--- src/rtl/mezclador_audio_pkg.sv ---
// Shared constants, FSM states and saturation helper for the audio mixer.
package audio_pkg;
    localparam int SAMPLE_W  = 16;
    localparam int ACC_W     = 19;
    localparam int TERM_W    = 16;
    localparam int NUM_TERMS = 6;
    localparam int SAT_MAX   = 32767;
    localparam int SAT_MIN   = -32768;

    localparam logic signed [ACC_W-1:0] ACC_HI = ACC_W'(SAT_MAX);
    localparam logic signed [ACC_W-1:0] ACC_LO = ACC_W'(SAT_MIN);

    typedef enum logic [1:0] {
        IDLE,
        ACC,
        SAT,
        OUT
    } state_t;

    localparam logic [2:0] CH_AY_A   = 3'd0;
    localparam logic [2:0] CH_AY_B   = 3'd1;
    localparam logic [2:0] CH_AY_C   = 3'd2;
    localparam logic [2:0] CH_COVOX  = 3'd3;
    localparam logic [2:0] CH_BEEPER = 3'd4;
    localparam logic [2:0] CH_EAR    = 3'd5;

    function automatic logic signed [SAMPLE_W-1:0] saturar(input logic signed [ACC_W-1:0] a);
        if (a > ACC_HI) begin
            return SAMPLE_W'(SAT_MAX);
        end else if (a < ACC_LO) begin
            return SAMPLE_W'(SAT_MIN);
        end
        return a[SAMPLE_W-1:0];
    endfunction
endpackage

--- src/rtl/mezclador_audio_escalado_canal.sv ---
// Combinational channel scaler: recentres an unsigned 8-bit source and applies a 4-bit volume.
module escalado_canal
    import audio_pkg::*;
(
    input  logic [7:0]               x,
    input  logic [3:0]               v,
    output logic signed [TERM_W-1:0] term
);
    logic signed [8:0]  centred;
    logic signed [13:0] prod;

    always_comb begin
        centred = $signed({1'b0, x}) - 9'sd128;
        prod    = centred * $signed({1'b0, v});
        term    = TERM_W'(prod) <<< 3;
    end
endmodule

--- src/rtl/mezclador_audio.sv ---
// Time-multiplexed mixer: snapshots all sources on the sample strobe, accumulates
// one term per cycle, saturates and emits a single signed sample with a one-cycle strobe.
module mezclador_audio
    import audio_pkg::*;
#(
    parameter int CLK_DIV    = 875,
    parameter int BEEP_LEVEL = 8192
) (
    input  logic        clk,
    input  logic        rst,
    input  logic [7:0]  ay_a,
    input  logic [7:0]  ay_b,
    input  logic [7:0]  ay_c,
    input  logic [7:0]  covox,
    input  logic        beeper,
    input  logic        ear,
    input  logic [15:0] vol,
    input  logic        mute,
    output logic [15:0] sample,
    output logic        sample_en
);
    if (CLK_DIV < 10) begin : g_bad_clk_div
        $error("mezclador_audio: CLK_DIV must be >= 10");
    end

    localparam int DIV_W = $clog2(CLK_DIV);
    localparam logic [DIV_W-1:0]        DIV_LAST  = DIV_W'(CLK_DIV - 1);
    localparam logic signed [ACC_W-1:0] BEEP_TERM = ACC_W'(BEEP_LEVEL);
    localparam logic signed [ACC_W-1:0] EAR_TERM  = ACC_W'(BEEP_LEVEL / 4);

    logic [DIV_W-1:0]           div_q, div_d;
    logic                       start;
    state_t                     state_q, state_d;
    logic [2:0]                 idx_q, idx_d;
    logic signed [ACC_W-1:0]    acc_q, acc_d;
    logic [3:0][7:0]            pcm_in, pcm_q, pcm_d;
    logic [15:0]                vol_q, vol_d;
    logic                       beeper_q, beeper_d;
    logic                       ear_q, ear_d;
    logic                       mute_q, mute_d;
    logic signed [SAMPLE_W-1:0] sample_q, sample_d;
    logic                       sample_en_q, sample_en_d;
    logic signed [TERM_W-1:0]   scaled;
    logic signed [ACC_W-1:0]    term_sel;

    assign pcm_in = {covox, ay_c, ay_b, ay_a};
    assign start  = (div_q == DIV_LAST);

    // Snapshot registers only move on the strobe so later input changes cannot leak in.
    for (genvar gi = 0; gi < 4; gi++) begin : g_snap
        assign pcm_d[gi] = start ? pcm_in[gi] : pcm_q[gi];
    end

    escalado_canal u_escalado (
        .x    (pcm_q[idx_q[1:0]]),
        .v    (vol_q[{idx_q[1:0], 2'b00} +: 4]),
        .term (scaled)
    );

    always_comb begin
        case (idx_q)
            CH_BEEPER: term_sel = beeper_q ? BEEP_TERM : -BEEP_TERM;
            CH_EAR:    term_sel = ear_q ? EAR_TERM : -EAR_TERM;
            default:   term_sel = ACC_W'(scaled);
        endcase
    end

    always_comb begin
        div_d       = start ? '0 : div_q + 1'b1;
        vol_d       = start ? vol : vol_q;
        beeper_d    = start ? beeper : beeper_q;
        ear_d       = start ? ear : ear_q;
        mute_d      = start ? mute : mute_q;
        state_d     = state_q;
        idx_d       = idx_q;
        acc_d       = acc_q;
        sample_d    = sample_q;
        sample_en_d = 1'b0;
        case (state_q)
            IDLE: begin
                if (start) begin
                    state_d = ACC;
                    idx_d   = CH_AY_A;
                    acc_d   = '0;
                end
            end
            ACC: begin
                acc_d = acc_q + term_sel;
                if (idx_q == 3'(NUM_TERMS - 1)) begin
                    state_d = SAT;
                end else begin
                    idx_d = idx_q + 3'd1;
                end
            end
            SAT: begin
                state_d     = OUT;
                sample_en_d = 1'b1;
                sample_d    = mute_q ? '0 : saturar(acc_q);
            end
            OUT: begin
                state_d = IDLE;
            end
            default: state_d = IDLE;
        endcase
    end

    always_ff @(posedge clk) begin
        if (rst) begin
            div_q       <= '0;
            state_q     <= IDLE;
            idx_q       <= '0;
            acc_q       <= '0;
            pcm_q       <= '0;
            vol_q       <= '0;
            beeper_q    <= 1'b0;
            ear_q       <= 1'b0;
            mute_q      <= 1'b0;
            sample_q    <= '0;
            sample_en_q <= 1'b0;
        end else begin
            div_q       <= div_d;
            state_q     <= state_d;
            idx_q       <= idx_d;
            acc_q       <= acc_d;
            pcm_q       <= pcm_d;
            vol_q       <= vol_d;
            beeper_q    <= beeper_d;
            ear_q       <= ear_d;
            mute_q      <= mute_d;
            sample_q    <= sample_d;
            sample_en_q <= sample_en_d;
        end
    end

    assign sample    = sample_q;
    assign sample_en = sample_en_q;
endmodule

--- config.mk ---
export PLATFORM = sky130hd
export DESIGN_NAME = mezclador_audio
export DESIGN_NICKNAME = d
export VERILOG_FILES = /design/src/rtl/mezclador_audio_pkg.sv /design/src/rtl/mezclador_audio_escalado_canal.sv /design/src/rtl/mezclador_audio.sv
export SDC_FILE = /design/constraint.sdc
export NUM_CORES = 1
export LEC_CHECK = 0
export ABC_AREA = 1
export BUFFER_PORTS_ARGS = -buffer_cell sky130_fd_sc_hd__buf_2
export CORE_ASPECT_RATIO = 0.5
export CORE_MARGIN = 2
export CORE_UTILIZATION = 60
export DETAILED_ROUTE_END_ITERATION = 6
export GPL_TIMING_DRIVEN = 0
export PLACE_DENSITY = 0.88
export SYNTH_ARGS = -nofsm -noshare
export SYNTH_HDL_FRONTEND = slang
export SYNTH_HIERARCHICAL = 1
export SYNTH_SLANG_ARGS = --single-unit
--- constraint.sdc ---
create_clock -name clk -period 5.6 [get_ports clk]
set_clock_uncertainty 0.1 [all_clocks]
set_input_delay 0.28 -clock clk [delete_from_list [all_inputs] [get_ports clk]]
set_output_delay 0.28 -clock clk [all_outputs]
set_load 0.005 [all_outputs]
==> summary.md <==
| Metric | Value |
|---|---|
| Netlist Area Pre-Place | `6880 um^2` |
| Setup crit end kind | `flop` |
| Post-Syn Instances | `1017` |
| CTS max path bufs | `2` |
| Routability cong. | `0.938` |
| Crit Path Class | `reg -> reg` |
| Std cell rows | `27` |
| Main synth FF type | `dfxtp_1` |
| P per Cell Area | `192 nW/um^2` |
| Worst Path Arrival | `5500 ps` |
| # DRC | `0` |
| Most used cell, CP | `inv_1` |
| Tmin final | `5370 ps` |
| Final Max Tran Viols | `0` |
| Final hold violations | `0` |
| Slew headroom | `51.0%` |
| Pre-CTS WS | `-306 ps` |
| Combinational power share | `3.2%` |
| Clock Pin Slew Worst Setup and Hold Paths | `80 ps` |
| Clock network fraction of design power | `48.5%` |
| Die ar. | `12400 um^2` |
| IO Count | `70` |
| Initial Util | `62.1%` |
| Worst VDD drop | `0.154 mV` |
| Largest net degree at the start of global routing | `18` |
| Initial antenna violation count | `0` |
| Final Cell Area | `7890 um^2` |
| Area post-placement | `7410 um^2` |
| Placed Cells | `1233` |
| Worst slew pin tran | `731 ps` |
| First-pass GRT wire length | `28.2 mm` |
| Worst Path Required | `5720 ps` |
| Htree depth | `3` |
| Switching Fraction | `21.3%` |
| Sink Count | `102` |
| Layout Nets | `1222` |
| Register share of total power | `48.2%` |
| Synth warn | `6` |
| Congestion Overflow GR | `0` |
| # hold bufs at CTS | `0` |
| Sw Pwr | `0.000321 W` |
| Final setup fails | `0` |
| N_diodes | `0` |
| Register area share after synthesis | `29.7%` |
| CTS tree | `built` |
| Drt first pass iters | `5` |
| Final ANT Viol Nets | `0` |
| Status | `finished, final reports clean` |
| Area Growth Syn to Fin | `14.8%` |
| Post-route setup slack | `226 ps` |
| Int Pwr | `0.00119 W` |
| Core area | `11100 um^2` |
| Via Count | `6807` |
| Startpoint types | `flop` |
| Ys async rst share | `0%` |
| Hold crit path type | `in -> reg` |
| Routed length per placed instance | `13.8 um` |
| Slowest-stage cell, CP | `fa_1` |
| Max frequency | `0.186 GHz` |
| Fin cells | `1250` |
| Syn Area/Cell | `6.76 um^2` |
| Vias in the first global route | `6308` |
| Filler cells | `885` |
| CTS root buf | `clkbuf_16` |
| Leak | `3.85 nW` |
| Period utilization | `96.0%` |
| Post-synth EDFFs | `0` |
| Die width | `155 um` |
| Crit path largest cell delay | `570 ps` |
| Library cells used by synthesis | `42` |
| HPWL Detailed | `13.2 mm` |
| CTS Buf Count | `9` |
| # port buffers | `69` |
| Share of cells above drive strength 1 | `13.4%` |
| Critical path fanouts, max | `10` |
| Die height | `79.7 um` |
| Via-per-instance ratio | `5.45` |
| GRT Total Usage | `28.3%` |
| Register bit total from synthesis | `102` |
| Max_cap viols | `0` |
| Routed WL | `17.2 mm` |
| Initial DRC count | `649` |
| Clk Latency, worst-skew pair | `360 ps` |
==> power groups by stage <==
stage	clock network (W)	logic [W]	registers, W
floorplan	0	0.0000230	0.000745
global placement	0	0.0000465	0.000746
detailed placement	0	0.0000481	0.000746
CTS	0.000735	0.0000482	0.000729
global route	0.000761	0.0000550	0.000729
finish	0.000733	0.0000491	0.000729
==> worst paths after layout <==
path	from	depth (start not counted)	slack, ps	to
worst max-delay path	idx_q[1]	28	230	acc_q[10]
worst min-delay path	ay_c[2]	3	100	pcm_q[18]
worst max register to register	idx_q[1]	28	230	acc_q[10]
worst min register to register	pcm_q[18]	2	350	pcm_q[18]
==> per-stage QoR <==
step / utilization [%] / power, W / hold WS (ps) / setup TNS, ps
2_1_floorplan: - / 0.000768 / 324 / 0
3_3_place_gp: 66.9 / 0.000792 / 334 / -1260
3_5_place_dp: 66.9 / 0.000794 / 336 / -1760
4_1_cts: 70.1 / 0.00151 / 105 / 0
5_1_grt: 71.2 / 0.00154 / 120 / -192
6_report: 71.2 / 0.00151 / 100 / 0
==> routing by layer <==
layer,up-vias,global-route usage [%],wire [um]
met1,3123,36.8,7900
met5,-,0,0
met2,244,49.2,7990
met3,21,5.43,1180
li1,3419,-,-
met4,0,6.70,165
==> worst max-delay path: cells and delay by family, from the launching register on <==
family          cells  cell delay, ps
xor+xnor            1             140
compound gates      6             700
simple gates        8            1070
flops               1             350
fa+ha+maj           5            2070
buf+inv             8             780
==> placed cells by master (no fill, tap or decap), types with 2 or more instances in the layout <==
master,netlist,routed
dfxtp_1,102,101
xnor2_1,4,4
xor2_1,6,6
or2_2,3,3
inv_6,0,3
o21a_1,2,2
clkbuf_2,1,2
a21oi_1,148,140
nand4_1,7,7
nor2_1,56,55
ha_4,0,3
a211oi_1,2,2
fa_1,18,18
clkbuf_16,0,9
ha_2,0,3
buf_6,2,5
nand2_4,2,2
bufinv_16,0,3
nand2_2,9,9
clkbuf_1,29,22
ha_1,51,45
buf_2,2,71
nand3_1,57,57
o21ai_0,89,86
conb_1,1,3
buf_4,4,9
inv_1,180,179
nand3_2,3,3
nor3_1,7,7
inv_2,4,5
nand3b_1,6,6
buf_1,4,3
o21ai_1,3,6
nand2_1,201,201
a21oi_2,2,10
==> kinds of logic (layout without fill, tap and decap cells) <==
family,count (synthesis),after routing,share of synthesized area (%)
xor+xnor,11,11,1.51
fa+ha+maj,69,69,14.5
buf+inv,227,313,12.9
flops,102,102,29.7
compound gates,252,252,18.9
simple gates,355,355,22.5
other cells,1,3,0.0545
==> area by class of cell <==
cell class,instances,area [um^2],share of cell area [%]
Buffer,42,234,2.96
Multi-Input combinational cell,690,4040,51.2
Clock inverter,6,116,1.47
Tap cell,145,181,2.30
Sequential cell,102,2050,25.9
Timing Repair Buffer,70,353,4.47
Inverter,185,694,8.80
Clock buffer,10,229,2.90
==> cell usage after synthesis (2+ instances only) <==
| cell | number | share of area, % |
|---|---|---|
| nand2_2 | 9 | 0.82 |
| o21ai_1 | 3 | 0.22 |
| nand3_1 | 57 | 4.1 |
| a21oi_1 | 148 | 11 |
| ha_1 | 51 | 9.3 |
| nand3_2 | 3 | 0.44 |
| xor2_1 | 6 | 0.76 |
| or2_2 | 3 | 0.27 |
| dfxtp_1 | 102 | 30 |
| buf_2 | 2 | 0.15 |
| buf_6 | 2 | 0.33 |
| o21ai_0 | 89 | 6.5 |
| nor2_1 | 56 | 3.1 |
| nand3b_1 | 6 | 0.65 |
| fa_1 | 18 | 5.2 |
| nand2_1 | 201 | 11 |
| nor3_1 | 7 | 0.51 |
| o21a_1 | 2 | 0.22 |
| inv_2 | 4 | 0.22 |
| inv_1 | 180 | 9.8 |
| a21oi_2 | 2 | 0.25 |
| nand2_4 | 2 | 0.33 |
| buf_1 | 4 | 0.22 |
| clkbuf_1 | 29 | 1.6 |
| xnor2_1 | 4 | 0.51 |
| a211oi_1 | 2 | 0.22 |
| nand4_1 | 7 | 0.64 |
| buf_4 | 4 | 0.44 |
==> registers in the layout (all words and copies together) (netlist names) <==
signal and cells:
div_q 10, sample_en 1, acc_q 19, beeper_q 1
state_q 2, ear_q 1, sample 16, mute_q 1
pcm_q 32, vol_q 16, idx_q 3
==> timing repair <==
action,CTS,global route
endpoints found under the setup margin,10,10
gates resized for setup,8,49
endpoints found under the hold margin,0,0
buffers inserted,0,1
Note: power is estimated with default switching activity, not from simulation.
